**config.mk**
```make
export PLATFORM = sky130hd
export DESIGN_NAME = mem_arb_flat
export DESIGN_NICKNAME = d
export VERILOG_FILES = /design/src/rtl/mem_arb_if.sv /design/src/rtl/mem_arb.sv /design/src/flat_wrapper.sv
export SDC_FILE = /design/constraint.sdc
export NUM_CORES = 1
export LEC_CHECK = 0
export CAP_MARGIN = 15
export CORE_AREA = 2 2 108 110
export CTS_BUF_LIST = sky130_fd_sc_hd__clkbuf_2
export CTS_CLUSTER_DIAMETER = 60
export DETAILED_ROUTE_END_ITERATION = 10
export DIE_AREA = 0 0 110 112
export PLACE_DENSITY_LB_ADDON = 0.12
export SYNTH_ARGS = -nofsm -noshare
export SYNTH_HDL_FRONTEND = slang
export SYNTH_SLANG_ARGS = --single-unit
```
**constraint.sdc**
```tcl
create_clock -name clk -period 1.17 [get_ports clk]
set_clock_uncertainty 0.05 [all_clocks]
set_input_delay 0.234 -clock clk [delete_from_list [all_inputs] [get_ports clk]]
set_output_delay 0.234 -clock clk [all_outputs]
set_load 0.02 [all_outputs]
```
**src/rtl/mem_arb_if.sv**
```systemverilog
// mem_arb_if: fetch, load/store and SRAM port signals of the memory arbiter.
// slave is the arbiter's view; master is the view of the surrounding core/SRAM.
interface mem_arb_if;
  localparam int unsigned AW = 32;
  localparam int unsigned DW = 32;
  localparam int unsigned SW = 4;

  // Fetch path
  logic          f_req_i;
  logic [AW-1:0] f_addr_i;
  logic          flush_i;
  logic          hold_o;
  logic          instr_valid_o;
  logic [DW-1:0] instr_o;

  // Load/store path
  logic          d_req_i;
  logic          d_we_i;
  logic [AW-1:0] d_addr_i;
  logic [DW-1:0] d_wdata_i;
  logic [SW-1:0] d_wstrb_i;
  logic          d_gnt_o;
  logic          d_rvalid_o;
  logic [DW-1:0] d_rdata_o;

  // SRAM port
  logic          sram_ce_o;
  logic          sram_we_o;
  logic [AW-1:0] sram_addr_o;
  logic [DW-1:0] sram_wdata_o;
  logic [SW-1:0] sram_wstrb_o;
  logic [DW-1:0] sram_rdata_i;

  modport slave (
    input  f_req_i, f_addr_i, flush_i,
    output hold_o, instr_valid_o, instr_o,
    input  d_req_i, d_we_i, d_addr_i, d_wdata_i, d_wstrb_i,
    output d_gnt_o, d_rvalid_o, d_rdata_o,
    output sram_ce_o, sram_we_o, sram_addr_o, sram_wdata_o, sram_wstrb_o,
    input  sram_rdata_i
  );

  modport master (
    output f_req_i, f_addr_i, flush_i,
    input  hold_o, instr_valid_o, instr_o,
    output d_req_i, d_we_i, d_addr_i, d_wdata_i, d_wstrb_i,
    input  d_gnt_o, d_rvalid_o, d_rdata_o,
    input  sram_ce_o, sram_we_o, sram_addr_o, sram_wdata_o, sram_wstrb_o,
    output sram_rdata_i
  );
endinterface

```
**src/rtl/mem_arb.sv**
```systemverilog
// mem_arb: single-port SRAM arbiter, data accesses over instruction fetch.
// Define ARB_STARVE_GUARD_EN to force a fetch slot after MAX_DATA_BURST data grants.
module mem_arb #(
  parameter int unsigned MAX_DATA_BURST = 4
) (
  input  logic       clk,
  input  logic       rst_n,
  mem_arb_if.slave   bus
);
  localparam int unsigned AW = 32;
  localparam int unsigned DW = 32;
  localparam int unsigned SW = 4;
  localparam int unsigned CW = 8;

  typedef enum logic [1:0] {
    OWN_NONE  = 2'd0,
    OWN_FETCH = 2'd1,
    OWN_DREAD = 2'd2
  } own_e;

  own_e own_q;
  own_e own_d;
  logic kill_q;
  logic force_f_c;
  logic gnt_d_c;
  logic gnt_f_c;
  logic wr_c;

  // Grants are held off during reset so the SRAM port stays quiet.
  assign gnt_d_c = rst_n & bus.d_req_i & ~force_f_c;
  assign gnt_f_c = rst_n & bus.f_req_i & ~gnt_d_c;
  assign wr_c    = gnt_d_c & bus.d_we_i;

`ifdef ARB_STARVE_GUARD_EN
  logic [CW-1:0] cnt_q;

  // Counts data grants won while fetch waits; hitting the limit yields one fetch slot.
  always_ff @(posedge clk or negedge rst_n) begin
    if (!rst_n) begin
      cnt_q <= '0;
    end else if (gnt_f_c || !bus.f_req_i) begin
      cnt_q <= '0;
    end else if (gnt_d_c) begin
      cnt_q <= cnt_q + CW'(1);
    end
  end

  assign force_f_c = bus.f_req_i & (cnt_q == CW'(MAX_DATA_BURST));
`else
  logic unused_burst;
  assign unused_burst = ^CW'(MAX_DATA_BURST);
  assign force_f_c    = 1'b0;
`endif

  // SRAM port: address from the winner, write payload only on store cycles.
  always_comb begin
    bus.sram_ce_o    = gnt_d_c | gnt_f_c;
    bus.sram_we_o    = wr_c;
    bus.sram_addr_o  = AW'(0);
    bus.sram_wdata_o = DW'(0);
    bus.sram_wstrb_o = SW'(0);
    if (gnt_d_c) begin
      bus.sram_addr_o = bus.d_addr_i;
    end else if (gnt_f_c) begin
      bus.sram_addr_o = bus.f_addr_i;
    end
    if (wr_c) begin
      bus.sram_wdata_o = bus.d_wdata_i;
      bus.sram_wstrb_o = bus.d_wstrb_i;
    end
  end

  assign bus.d_gnt_o = gnt_d_c;
  assign bus.hold_o  = bus.f_req_i & ~gnt_f_c;

  // Response owner: who the SRAM read data belongs to next cycle.
  always_ff @(posedge clk or negedge rst_n) begin
    if (!rst_n) begin
      own_q <= OWN_NONE;
    end else begin
      own_q <= own_d;
    end
  end

  always_comb begin
    own_d = OWN_NONE;
    if (gnt_f_c) begin
      own_d = OWN_FETCH;
    end else if (gnt_d_c && !bus.d_we_i) begin
      own_d = OWN_DREAD;
    end
  end

  // A sampled flush drops whatever fetch word comes back on the next cycle.
  always_ff @(posedge clk or negedge rst_n) begin
    if (!rst_n) begin
      kill_q <= 1'b0;
    end else begin
      kill_q <= bus.flush_i;
    end
  end

  assign bus.instr_valid_o = (own_q == OWN_FETCH) & ~kill_q;
  assign bus.instr_o       = bus.instr_valid_o ? bus.sram_rdata_i : DW'(0);
  assign bus.d_rvalid_o    = (own_q == OWN_DREAD);
  assign bus.d_rdata_o     = bus.d_rvalid_o ? bus.sram_rdata_i : DW'(0);

endmodule

```
**src/flat_wrapper.sv**
```systemverilog
// flat-port wrapper written by rule: the top's interface ports become plain ports
module mem_arb_flat 
#(
  parameter int unsigned MAX_DATA_BURST = 4
)
  (clk, rst_n, bus_f_req_i, bus_f_addr_i, bus_flush_i, bus_hold_o, bus_instr_valid_o, bus_instr_o, bus_d_req_i, bus_d_we_i, bus_d_addr_i, bus_d_wdata_i, bus_d_wstrb_i, bus_d_gnt_o, bus_d_rvalid_o, bus_d_rdata_o, bus_sram_ce_o, bus_sram_we_o, bus_sram_addr_o, bus_sram_wdata_o, bus_sram_wstrb_o, bus_sram_rdata_i);
  mem_arb_if bus_i ();
  input  logic clk;
  input  logic rst_n;
  input wire logic [$bits(bus_i.f_req_i)-1:0] bus_f_req_i;
  input wire logic [$bits(bus_i.f_addr_i)-1:0] bus_f_addr_i;
  input wire logic [$bits(bus_i.flush_i)-1:0] bus_flush_i;
  output wire logic [$bits(bus_i.hold_o)-1:0] bus_hold_o;
  output wire logic [$bits(bus_i.instr_valid_o)-1:0] bus_instr_valid_o;
  output wire logic [$bits(bus_i.instr_o)-1:0] bus_instr_o;
  input wire logic [$bits(bus_i.d_req_i)-1:0] bus_d_req_i;
  input wire logic [$bits(bus_i.d_we_i)-1:0] bus_d_we_i;
  input wire logic [$bits(bus_i.d_addr_i)-1:0] bus_d_addr_i;
  input wire logic [$bits(bus_i.d_wdata_i)-1:0] bus_d_wdata_i;
  input wire logic [$bits(bus_i.d_wstrb_i)-1:0] bus_d_wstrb_i;
  output wire logic [$bits(bus_i.d_gnt_o)-1:0] bus_d_gnt_o;
  output wire logic [$bits(bus_i.d_rvalid_o)-1:0] bus_d_rvalid_o;
  output wire logic [$bits(bus_i.d_rdata_o)-1:0] bus_d_rdata_o;
  output wire logic [$bits(bus_i.sram_ce_o)-1:0] bus_sram_ce_o;
  output wire logic [$bits(bus_i.sram_we_o)-1:0] bus_sram_we_o;
  output wire logic [$bits(bus_i.sram_addr_o)-1:0] bus_sram_addr_o;
  output wire logic [$bits(bus_i.sram_wdata_o)-1:0] bus_sram_wdata_o;
  output wire logic [$bits(bus_i.sram_wstrb_o)-1:0] bus_sram_wstrb_o;
  input wire logic [$bits(bus_i.sram_rdata_i)-1:0] bus_sram_rdata_i;
  assign bus_i.f_req_i = bus_f_req_i;
  assign bus_i.f_addr_i = bus_f_addr_i;
  assign bus_i.flush_i = bus_flush_i;
  assign bus_hold_o = bus_i.hold_o;
  assign bus_instr_valid_o = bus_i.instr_valid_o;
  assign bus_instr_o = bus_i.instr_o;
  assign bus_i.d_req_i = bus_d_req_i;
  assign bus_i.d_we_i = bus_d_we_i;
  assign bus_i.d_addr_i = bus_d_addr_i;
  assign bus_i.d_wdata_i = bus_d_wdata_i;
  assign bus_i.d_wstrb_i = bus_d_wstrb_i;
  assign bus_d_gnt_o = bus_i.d_gnt_o;
  assign bus_d_rvalid_o = bus_i.d_rvalid_o;
  assign bus_d_rdata_o = bus_i.d_rdata_o;
  assign bus_sram_ce_o = bus_i.sram_ce_o;
  assign bus_sram_we_o = bus_i.sram_we_o;
  assign bus_sram_addr_o = bus_i.sram_addr_o;
  assign bus_sram_wdata_o = bus_i.sram_wdata_o;
  assign bus_sram_wstrb_o = bus_i.sram_wstrb_o;
  assign bus_i.sram_rdata_i = bus_sram_rdata_i;
  mem_arb #(.MAX_DATA_BURST(MAX_DATA_BURST)) u_core (.clk(clk), .rst_n(rst_n), .bus(bus_i));
endmodule
```
After elaboration in Yosys (flattened, before gate mapping)
Cells that the tools add are included.
{ "word_totals": {"register_bits": 3, "output_inout_bits": 138} }
{ "op_classes": {"mux": 8, "n_reduce_logical": 2, "bitwise_logic": 10, "eq_ne": 2} }
{ "op_table": {"columns": ["cell", "n"], "rows": [
  ["32-bit 2-to-1 mux", 5],
  ["1-bit AND", 6],
  ["2-bit 2-to-1 mux", 2],
  ["4-bit 2-to-1 mux", 1],
  ["1-bit inverter", 3],
  ["2-bit by 1-bit == test with 1-bit output, second input constant", 1],
  ["2-bit == test, second input constant", 1],
  ["1-bit logical AND", 1],
  ["1-bit logical NOT", 1],
  ["1-bit bitwise OR", 1]
]} }

Depth between registers and ports, before layout
{ "depth": {"ltp_word": 5, "ltp_mapped": 5} }

Worst setup path before layout
Ideal clock, no wire load.
{ "synth_path": {"path_kind": "input -> output", "startpoint": "in bus_d_req_i", "endpoint": "out bus_sram_addr_o[19]", "cell_stages": 4, "slack_ns": -0.260, "path_buffers": 2, "required_ns": 0.886, "arrival_time_ns": 1.146, "cell_sequence": "buf_6 -> nand2b_4 -> buf_2 -> o21ai_0"} }
{ "synth_via": {"elab_chain_cells": 5} }
{ "synth_lines": {"columns": ["element", "line_no", "text"], "rows": [
  ["from (decl)", "flat_wrapper.sv:16", "input wire logic [$bits(bus_i.d_req_i)-1:0] bus_d_req_i;"],
  ["1-bit AND (*)", "mem_arb.sv:30", "assign gnt_d_c = rst_n & bus.d_req_i & ~force_f_c;"],
  ["1-bit inverter", "mem_arb.sv:31", "assign gnt_f_c = rst_n & bus.f_req_i & ~gnt_d_c;"],
  ["1-bit AND", "mem_arb.sv:31", null],
  ["32-bit 2-to-1 mux", "mem_arb.sv:64", "end else if (gnt_f_c) begin"],
  ["32-bit 2-to-1 mux (*)", "mem_arb.sv:62", "if (gnt_d_c) begin"],
  ["to (decl)", "flat_wrapper.sv:26", "output wire logic [$bits(bus_i.sram_addr_o)-1:0] bus_sram_addr_o;"]
]} }
Every way passes the cells marked *; elsewhere a longest branch is shown, timed or not.

Worst setup path after layout
{ "layout_path": {"startpoint": "reg u_core.kill_q", "endpoint": "out bus_instr_o[22]"} }
{ "layout_via": {"elab_chain_cells": 3} }
{ "layout_lines": {"columns": ["element", "line_no", "text"], "rows": [
  ["from (decl)", "mem_arb.sv:23", "logic kill_q;"],
  ["from (signal assigned)", "mem_arb.sv:99", "kill_q <= bus.flush_i;"],
  ["1-bit inverter", "mem_arb.sv:103", "assign bus.instr_valid_o = (own_q == OWN_FETCH) & ~kill_q;"],
  ["1-bit AND", "mem_arb.sv:103", null],
  ["32-bit 2-to-1 mux", "mem_arb.sv:104", "assign bus.instr_o = bus.instr_valid_o ? bus.sram_rdata_i : DW'(0);"],
  ["to (decl)", "flat_wrapper.sv:15", "output wire logic [$bits(bus_i.instr_o)-1:0] bus_instr_o;"]
]} }
No other way between the ends.

==> qor.csv <==
stage;metric;value;unit
run_status;status;finished with violations;
run_status;failing checks;negative setup slack;
floorplan;Core Area;0.0112;mm2
global_route;initial antenna violation count;0;
place;Detail Placement HPWL;8010;um
global_route;GRT Total Usage;16.6;%
min_path;Hold Path Class;input port to asynchronous set/reset pin;
timing;actual slew at the worst max-slew pin;150;ps
clocking;CTS Buf Count;3;
detailed_routing;final WL;11400;um
power_and_ir_drop;Clk pwr share;6.9;%
power_and_ir_drop;maximum VDD drop;0.000188;V
detailed_routing;Antenna Violating Nets Remaining;0;
yosys;FFs w/ async S/R, synth;100;%
timing;relative slew slack;90.0;%
yosys;Mapped Area;0.00137;mm2
detailed_routing;post-DR vias/cell;4.13;
global_route;vias in the first global route;2878;
critical_path;CP Class;register to primary output;
yosys;leading register cell type out of synthesis;dfrtp_1;
timing;final worst-path cycle share;139;%
critical_path;Setup crit start kind;register;
power_and_ir_drop;switching share of power;38.6;%
critical_path;CP startpoint;u_core.kill_q$_DFF_PN0_;
yosys;Ys Warns;0;
timing;hold_ws;97.0;ps
place;Setup Slack @ Placement;-1130;ps
critical_path;Critical Path End Type;primary output;
job;max cap viols;0;
detailed_routing;drt drc;0;
floorplan;row count;39;
global_route;first-pass GRT wire length;15900;um
power_and_ir_drop;Internal;1.29;mW
clocking;Clock transition at path regs;50;ps
clocking;CTS tree;built;
detailed_routing;DR pass1 iterations;4;
final_layout;Antenna Cells;0;
floorplan;die area;0.0123;mm2
detailed_routing;WL per Instance;16.5;um
clocking;CTS sink count;3;
final_layout;share of cells above drive strength 1;71.0;%
yosys;sequential element share of the synthesized area;5.47;%
floorplan;Top Ports;276;
detailed_routing;Vias;2871;
yosys;register bit count reported by yosys;3;
yosys;Yosys cell types;18;
timing;Fin. Hold Viols;0;
timing;final worst setup slack;-454;ps
yosys;number of enable flip-flop cells after synthesis;0;
timing;fmax;616;MHz
clocking;CTS Root Cell;clkbuf_2;
clocking;maximum root-to-sink buffer count;2;
place;count of input and output buffers;275;
final_layout;Layout Nets;691;
timing;final setup fails;138;
power_and_ir_drop;Power Density;348;mW/mm2
yosys;Synth Instances;234;
critical_path;critical-path maximum fanout;8;
yosys;Avg Cell Area, Syn;5.87;um2
global_route;largest net degree at the start of global routing;19;
power_and_ir_drop;Sw Pwr;809;uW
detailed_routing;number of DRC markers in iteration 0;66;
floorplan;chip width;110;um
critical_path;crit path DAT;1340;ps
timing;Setup TNS;-40630;ps
clocking;CTS H-tree lvls;1;
power_and_ir_drop;P_leak;2.85;nW
critical_path;critical path required time;890;ps
timing;Final Max Slew Viols;0;
place;GPL Wtd Cong;0.781;
timing;RSZ-0062 raised after global routing;yes;
global_route;gr ovfl total;0;
yosys;Post-Syn Nets;372;
power_and_ir_drop;Comb power frac;87.8;%
final_layout;P&R area growth vs syn;339;%
timing;crit path time final;1620;ps
floorplan;Die Ht;112;um
power_and_ir_drop;sequential power share;5.3;%
floorplan;Initial Util;12.3;%
==> state kept, by name, summed over array words and instances, names as in the netlist <==
| name | cells |
|---|---|
| u_core.own_q | 2 |
| u_core.kill_q | 1 |
==> worst max-delay path: stages, from the launching register on <==
cell and delay [ps]:
dfrtp_1 380, nor3b_4 200, buf_4 160, buf_6 130
and2_2 150, buf_6 110
==> placed cells by master (no fill, tap or decap), types with 2 or more instances in the layout <==
cell             Yosys  routed
dlygate4sd2_1        0      42
and2_2               0      24
dlymetal6s2s_1       0      15
dfrtp_1              3       3
buf_2                7       2
o21ai_2              0      15
o21ai_4              0      17
clkbuf_16            0       3
clkbuf_2             4       5
buf_16               0       6
nand2_1             32      18
nand2_2              0      14
buf_4                0      14
buf_8                0      11
and2_1             102       2
clkdlybuf4s50_1      0      76
nand3_2              0      20
and2_4               0      76
buf_6                6     157
nand3_4              0      12
buf_12               0      12
==> per-layer routing <==
layer / GRT usage (%) / wire length [um]
met1: 16.6 / 3790
met2: 33.0 / 6370
met3: 3.69 / 1080
met4: 4.64 / 218
met5: 0 / 0
==> synthesized netlist by cell type, types with 3 or more instances <==
cell	n	area share (%)
o21ai_0	31	11
nand3_1	32	12
clkbuf_1	8	2.2
buf_6	6	4.9
nand2_1	32	8.8
and2_1	102	46
clkbuf_2	4	1.5
dfrtp_1	3	5.5
buf_2	7	2.6
==> repair_timing <==
| action | in CTS | in global routing |
|---|---|---|
| hold buffers | 0 | 0 |
| resized for setup | 967 | 102 |
| pin swaps | 44 | 28 |
| setup endpoints to repair | 140 | 138 |
| buffers inserted | 24 | 13 |
| gates cloned | 10 | 6 |
==> cells by family after synthesis <==
family	after synthesis	share of synthesized area, %
DFF	3	5.47
and+or+nand+nor	172	70.9
AOI/OAI and AO/OA	33	12.2
buffers and inverters	26	11.4
==> power by group through the flow <==
stage | Combinational, mW | Clock (mW) | Sequential (mW)
floorplan | 0.560 | 0 | 0.112
global placement | 1.41 | 0 | 0.112
detailed placement | 1.42 | 0 | 0.112
CTS | 1.72 | 0.152 | 0.112
global route | 1.94 | 0.171 | 0.112
finish | 1.84 | 0.145 | 0.112
==> metrics by stage <==
| step | cells | total power [mW] | cell area, um2 | util, % |
|---|---|---|---|---|
| after floorplan | 234 | 0.671 | 1730 | - |
| after global placement | 647 | 1.53 | 4690 | 42.0 |
| after detailed placement | 647 | 1.53 | 4690 | 42.0 |
| after CTS | 684 | 1.98 | 5630 | 50.3 |
| after global routing | 695 | 2.23 | 6030 | 54.0 |
| final | 695 | 2.10 | 6030 | 54.0 |
==> final timing paths <==
path | cells after the start | endpoint | slack (ps)
max in group asynchronous | 4 | u_core.own_q[0]$_DFF_PN0_ | 880
max | 5 | bus_instr_o[22] | -450
min in group clk | 3 | u_core.own_q[1]$_DFF_PN0_ | 250
min | 4 | u_core.own_q[1]$_DFF_PN0_ | 100
==> cell type report <==
class	count	area (um2)
clock buffers	4	20.0
fillers	1043	5140
inverters	1	3.75
multi-input cells	205	1900
flip-flops and latches	3	75.1
well taps	143	179
repair buffers	339	3850
Note: power is estimated with default switching activity, not from simulation.
